===== src/rtl/sbox_layer_serializer_pkg.sv =====
// Shared definitions for the masked S-box layer serializer.
//   NIB, RW      : nibbles per state, fresh random bits per S-box evaluation
//   state_t      : controller states
//   SKINNY_SBOX  : unmasked SKINNY-64 S-box, nibble i holds S(i); used only by
//                  the behavioural S-box model, never by the controller
package sbox_layer_pkg;

  localparam int NIB = 16;
  localparam int RW  = 72;

  typedef enum logic [1:0] {
    IDLE = 2'd0,
    RUN  = 2'd1,
    DONE = 2'd2
  } state_t;

  localparam logic [63:0] SKINNY_SBOX = 64'hF7E4_D583_B2A1_096C;

  function automatic logic [3:0] sbox4(input logic [3:0] x);
    return SKINNY_SBOX[{x, 2'b00} +: 4];
  endfunction

endpackage


===== src/rtl/sbox_layer_serializer_nibble_share_mux.sv =====
// Selects nibble idx of each of the three state shares, plus the share-1 and
// share-2 nibbles of the cyclic neighbour (idx+1, 15 wraps to 0).
// Every output is forced to 0 when en is low, so stale shares never toggle
// the S-box inputs.
//   sh1..sh3 : latched state shares
//   idx      : nibble index (0..15)
//   en       : issue flag
//   n1..n3   : selected share nibbles
//   nb       : {share2, share1} of the neighbouring nibble
module nibble_share_mux (
  input  logic [63:0] sh1,
  input  logic [63:0] sh2,
  input  logic [63:0] sh3,
  input  logic [3:0]  idx,
  input  logic        en,
  output logic [3:0]  n1,
  output logic [3:0]  n2,
  output logic [3:0]  n3,
  output logic [7:0]  nb
);

  logic [3:0] nidx;

  always_comb begin
    // 4-bit add wraps 15 -> 0, which is exactly the neighbour rule
    nidx = idx + 4'd1;
    n1   = '0;
    n2   = '0;
    n3   = '0;
    nb   = '0;
    if (en) begin
      n1 = sh1[{idx, 2'b00} +: 4];
      n2 = sh2[{idx, 2'b00} +: 4];
      n3 = sh3[{idx, 2'b00} +: 4];
      nb = {sh2[{nidx, 2'b00} +: 4], sh1[{nidx, 2'b00} +: 4]};
    end
  end

endmodule


===== src/rtl/sbox_layer_serializer.sv =====
// Pushes a 3-share masked 64-bit state through one masked 4-bit S-box, one
// nibble per cycle, and gathers the output shares after the S-box's single
// register stage. Shares stay in separate domains throughout.
//   clk, rst_i              : clock, async active-low reset
//   start, st1..st3         : load request and input shares
//   busy, done, res1..res3  : status and output shares (held until next done)
//   rnd, rnd_valid, rnd_ready : fresh randomness handshake
//   sb_in1..3, sb_nb, sb_r  : S-box request (zero when not issuing)
//   sb_out1..3              : S-box response, valid one clock after issue
//
// state | meaning
// IDLE  | waiting for start; busy=0
// RUN   | issuing nibbles when rnd_valid, capturing one edge later
// DONE  | results valid, done pulse, back to IDLE
module sbox_layer_serializer #(
  parameter int NIB = sbox_layer_pkg::NIB,
  parameter int RW  = sbox_layer_pkg::RW
) (
  input  logic              clk,
  input  logic              rst_i,
  input  logic              start,
  input  logic [4*NIB-1:0]  st1,
  input  logic [4*NIB-1:0]  st2,
  input  logic [4*NIB-1:0]  st3,
  output logic              busy,
  output logic              done,
  output logic [4*NIB-1:0]  res1,
  output logic [4*NIB-1:0]  res2,
  output logic [4*NIB-1:0]  res3,
  input  logic [RW-1:0]     rnd,
  input  logic              rnd_valid,
  output logic              rnd_ready,
  output logic [3:0]        sb_in1,
  output logic [3:0]        sb_in2,
  output logic [3:0]        sb_in3,
  output logic [7:0]        sb_nb,
  output logic [RW-1:0]     sb_r,
  input  logic [3:0]        sb_out1,
  input  logic [3:0]        sb_out2,
  input  logic [3:0]        sb_out3
);

  import sbox_layer_pkg::*;

  localparam int SW = 4 * NIB;

  state_t          state, state_nxt;
  logic [SW-1:0]   sh1, sh2, sh3;
  logic [SW-1:0]   acc1, acc2, acc3;
  logic [4:0]      index;
  logic [3:0]      cap_idx;
  logic            pend;
  logic            issue;
  logic            load;
  logic            last_cap;
  logic [NIB-1:0]  wr_en;

  assign last_cap = pend && (cap_idx == 4'd15);

  always_ff @(posedge clk or negedge rst_i) begin
    if (!rst_i) state <= IDLE;
    else        state <= state_nxt;
  end

  always_comb begin
    state_nxt = state;
    busy      = 1'b0;
    done      = 1'b0;
    issue     = 1'b0;
    load      = 1'b0;
    case (state)
      IDLE: begin
        if (start) begin
          load      = 1'b1;
          state_nxt = RUN;
        end
      end
      RUN: begin
        busy  = 1'b1;
        issue = rnd_valid && (index < 5'd16);
        if (last_cap) state_nxt = DONE;
      end
      DONE: begin
        done      = 1'b1;
        state_nxt = IDLE;
      end
      default: state_nxt = IDLE;
    endcase
  end

  assign rnd_ready = issue;
  assign sb_r      = issue ? rnd : '0;

  nibble_share_mux u_mux (
    .sh1 (sh1),
    .sh2 (sh2),
    .sh3 (sh3),
    .idx (index[3:0]),
    .en  (issue),
    .n1  (sb_in1),
    .n2  (sb_in2),
    .n3  (sb_in3),
    .nb  (sb_nb)
  );

  // One-hot write enable for the accumulator nibble being captured
  always_comb begin
    wr_en = '0;
    if (pend) wr_en[cap_idx] = 1'b1;
  end

  always_ff @(posedge clk or negedge rst_i) begin
    if (!rst_i) begin
      sh1     <= '0;
      sh2     <= '0;
      sh3     <= '0;
      index   <= '0;
      cap_idx <= '0;
      pend    <= 1'b0;
    end else begin
      // The S-box register has no enable: the response is only valid on the
      // edge right after the issue, so pend tracks issue with no hold.
      pend <= issue;
      if (load) begin
        sh1   <= st1;
        sh2   <= st2;
        sh3   <= st3;
        index <= '0;
      end
      if (issue) begin
        index   <= index + 5'd1;
        cap_idx <= index[3:0];
      end
    end
  end

  always_ff @(posedge clk or negedge rst_i) begin
    if (!rst_i) begin
      acc1 <= '0;
      acc2 <= '0;
      acc3 <= '0;
    end else begin
      for (int n = 0; n < NIB; n++) begin
        if (wr_en[n]) begin
          acc1[4*n +: 4] <= sb_out1;
          acc2[4*n +: 4] <= sb_out2;
          acc3[4*n +: 4] <= sb_out3;
        end
      end
    end
  end

  // The final capture is always nibble 15, so the result is the accumulator
  // with its top nibble taken straight from the S-box; this lands res in the
  // same edge that raises done.
  always_ff @(posedge clk or negedge rst_i) begin
    if (!rst_i) begin
      res1 <= '0;
      res2 <= '0;
      res3 <= '0;
    end else if (last_cap) begin
      res1 <= {sb_out1, acc1[SW-5:0]};
      res2 <= {sb_out2, acc2[SW-5:0]};
      res3 <= {sb_out3, acc3[SW-5:0]};
    end
  end

endmodule


===== config.mk =====
export PLATFORM = sky130hd
export DESIGN_NAME = sbox_layer_serializer
export DESIGN_NICKNAME = d
export VERILOG_FILES = /design/src/rtl/sbox_layer_serializer_pkg.sv /design/src/rtl/sbox_layer_serializer_nibble_share_mux.sv /design/src/rtl/sbox_layer_serializer.sv
export SDC_FILE = /design/constraint.sdc
export NUM_CORES = 1
export LEC_CHECK = 0
export BUFFER_PORTS_ARGS = -buffer_cell sky130_fd_sc_hd__buf_4
export CAP_MARGIN = 30
export CORE_MARGIN = 1.5
export CORE_UTILIZATION = 44
export DETAILED_ROUTE_END_ITERATION = 10
export PLACE_DENSITY = 0.67
export SLEW_MARGIN = 5
export SYNTH_ARGS = -nofsm -noshare
export SYNTH_HDL_FRONTEND = slang
export SYNTH_SLANG_ARGS = --single-unit

===== constraint.sdc =====
create_clock -name clk -period 3 [get_ports clk]
set_clock_uncertainty 0.2 [all_clocks]
set_input_delay 0.75 -clock clk [delete_from_list [all_inputs] [get_ports clk]]
set_output_delay 0.75 -clock clk [all_outputs]
set_load 0.02 [all_outputs]

==> impl_metrics.json <==
{
  "cp_data_required_time_ns": 2.05,
  "synth_nets": 2202,
  "gp_congestion": 0.941,
  "finalCritPeriodShare_pct": 116,
  "instances_no_fill": 3311,
  "yosysUniqueCellTypes": 34,
  "yosysTopAreaCell": "dfrtp_1",
  "worstPathCellList": "buf_12, mux4_2, mux2i_4, o22ai_2, buf_6",
  "clk_pin_slew_ns": 0.06,
  "coreArea_um2": 55200,
  "max_stage_delay_ns": 0.61,
  "synthXorXnorAreaFrac_pct": 0.148,
  "rows": 86,
  "grt_setup_unrepaired": "true",
  "syn_to_final_growth_pct": 35.4,
  "antenna_found_initial": 8,
  "cp_max_fo": 45,
  "fillers": 4311,
  "avgViaCountPerCell": 5.27,
  "grt_usage_pct": 25.1,
  "htreeDepth": 2,
  "vias": 17400,
  "regArea_um2": 14400,
  "slowest_stage": "mux4_2",
  "synth_edf_count": 0,
  "wl_per_cell_um": 21.7,
  "violations": "setup timing",
  "async_flop_share_pct": 100,
  "rrSetupSlack_ns": 0.62,
  "cts_tree": "yes",
  "cp.arrival_ns": 2.52,
  "cap_violations": 0,
  "drv_slew": 0,
  "clockBufferDepth": 3,
  "peakVddDrop_v": 0.000632,
  "place_ws_ns": 0.0886,
  "total_leakage_power_nw": 16.7,
  "clock_latency_ns": 0.62,
  "cts_sinks": 576,
  "setup_viol": 51,
  "yosys-mux-area-fraction_pct": 26.2,
  "status": "finished, violations left",
  "yosysTopAreaCellShare_pct": 58.6,
  "ys.warnings.count": 0,
  "critical_path_class": "reg -> out",
  "initial_core_util_pct": 44.5,
  "finalHoldViolations": 0,
  "synth_compound_area_share_pct": 0.647,
  "drc_errors": 0,
  "grt_max_degree": 139,
  "die-height_um": 239,
  "worstMarginPinSlew_ns": 0.944,
  "initialDrtViolationCount": 917,
  "crit_path_end_kind": "primary output",
  "synth_top_family_by_area": "multiplexers",
  "power.total_mw": 34.7,
  "dieWidth_um": 239,
  "grt_overflow": 0,
  "multi_input_area_um2": 9850,
  "final.min_clock_period_ns": 3.47,
  "max_clock_freq_ghz": 0.288,
  "layout_setup_ws_ns": -0.474,
  "dp_hpwl_um": 49000,
  "ios": 567,
  "synth-main-ff-cell": "dfrtp_1",
  "grt_pass1_vias": 18000,
  "dp_cells": 3169,
  "cp-start-kind": "flip-flop",
  "ant_nets": 0,
  "p_per_area_nw_per_um2": 1040,
  "firstDrtPassIters": 5,
  "nets": 2793,
  "synth_area_per_cell_um2": 12.8,
  "yosysSeqAreaShare_pct": 58.6,
  "cts_made_buffers": 58,
  "syn_area_um2": 24600,
  "hold_path.class": "in -> reg",
  "cts_root_buffer": "clkbuf_16",
  "synth_area_leaders": "dfrtp_1 (59%), mux2_2 (16%), nand2_1 (8.9%)",
  "io_buffer_count": 566,
  "synth-simple-area-share_pct": 11.6,
  "ys_ff_latch": 576,
  "die_area_um2": 57300,
  "synth_fa_ha_area_share_pct": 0.0509,
  "syn-instance-count": 1921,
  "layout-drive-gt1-share_pct": 50.7,
  "grt_pass1_wl_um": 109000,
  "drt-total-wl_um": 71900,
  "slew_headroom_pct": 36.9
}
## report_power, final
part / switching [mW] / internal, mW / total, mW
logic: 6.38 / 7.40 / 13.8
clock network: 3.10 / 4.92 / 8.01
registers: 2.08 / 10.9 / 13.0
total: 11.6 / 23.2 / 34.7
## timing repair
action	CTS	global route
gates cloned	13	4
pin swaps	48	34
setup buffers	17	6
hold buffers	1	0
gates resized for setup	170	38
setup endpoints to repair	92	86
hold endpoints to repair	32	0
## registers in the layout, indices dropped and copies added (netlist names)
signal   flops
acc1        60
acc2        60
acc3        60
cap_idx      4
index        5
pend         1
res1        64
res2        64
res3        64
sh1         64
sh2         64
sh3         64
state        2
## cell families (layout without fill, tap and decap cells)
group	after synthesis	count (layout)
XOR/XNOR	2	2
multiplexers	496	496
adder cells (fa/ha/maj)	1	1
other	0	4
flip-flops	576	576
buffers and inverters	129	767
AND/OR/NAND/NOR	691	691
AO/OA/AOI/OAI	26	26
## critical path: cells and delay by family, from the launching register on
family	cells	cell delay, ns
compound gates	1	0.15
mux	2	0.81
flops	1	0.46
buf+inv	2	0.44
## metal layers
metal | track usage [%] | vias to the layer above | part of all wire [%]
met3 | 5.49 | 129 | 6.9
met2 | 40.5 | 694 | 48
met5 | 0 | - | 0.060
li1 | - | 7699 | -
met4 | 7.25 | 6 | 2.9
met1 | 34.3 | 8912 | 43
## final cells by class
| cell class | count | share of cell area, % |
|---|---|---|
| timing repair buffer | 658 | 17.7 |
| antenna | 4 | 0.0301 |
| clock inverter | 29 | 1.49 |
| multi-input combinational | 1216 | 29.6 |
| tap | 748 | 2.81 |
| inverter | 2 | 0.0226 |
| clock buffer | 78 | 4.98 |
| sequential | 576 | 43.3 |
## stage by stage
step                      hold WS [ns]  TNS (ns)  cell area (um^2)  utilization [%]
after global placement           0.255         0             29900             54.2
after global routing            0.0883    -14.12             33300             60.3
after CTS                       0.0735    -14.01             33200             60.1
final                            0.106     -9.88             33300             60.3
after detailed placement         0.259         0             29900             54.2
after floorplan                  0.240         0             24600                -
## cell usage after synthesis (12+ instances only)
library cell / n
and2_1: 72
buf_2: 49
buf_4: 25
clkbuf_1: 48
dfrtp_1: 576
mux2_1: 16
mux2_2: 360
mux2i_1: 40
mux4_2: 80
nand2_1: 586
nor2_1: 12
o22ai_1: 20
## worst paths after layout
path / start / to / depth (start not counted)
hold reg to reg: sh3[41]$_DFFE_PN0P_ / sh3[41]$_DFFE_PN0P_ / 2
setup / recovery: index[0]$_DFFE_PN0P_ / sb_nb[1] / 5
setup reg to reg: cap_idx[0]$_DFFE_PN0P_ / res3[39]$_DFFE_PN0P_ / 5
hold / removal: st2[3] / sh2[3]$_DFFE_PN0P_ / 3
min in group asynchronous: rst_i / acc2[33]$_DFFE_PN0P_ / 2
max in group asynchronous: rst_i / sh2[8]$_DFFE_PN0P_ / 4
## placed cells by master, fill, tap and decap left out, types with 13 or more instances in the layout
cell	count
mux4_2	80
dfrtp_1	571
mux2i_1	25
nand2_1	584
buf_4	534
mux2_1	16
clkbuf_16	62
clkbuf_8	13
buf_12	34
and2_4	60
mux2_2	360
buf_6	75
No activity file was read; power rests on OpenSTA's default activity.
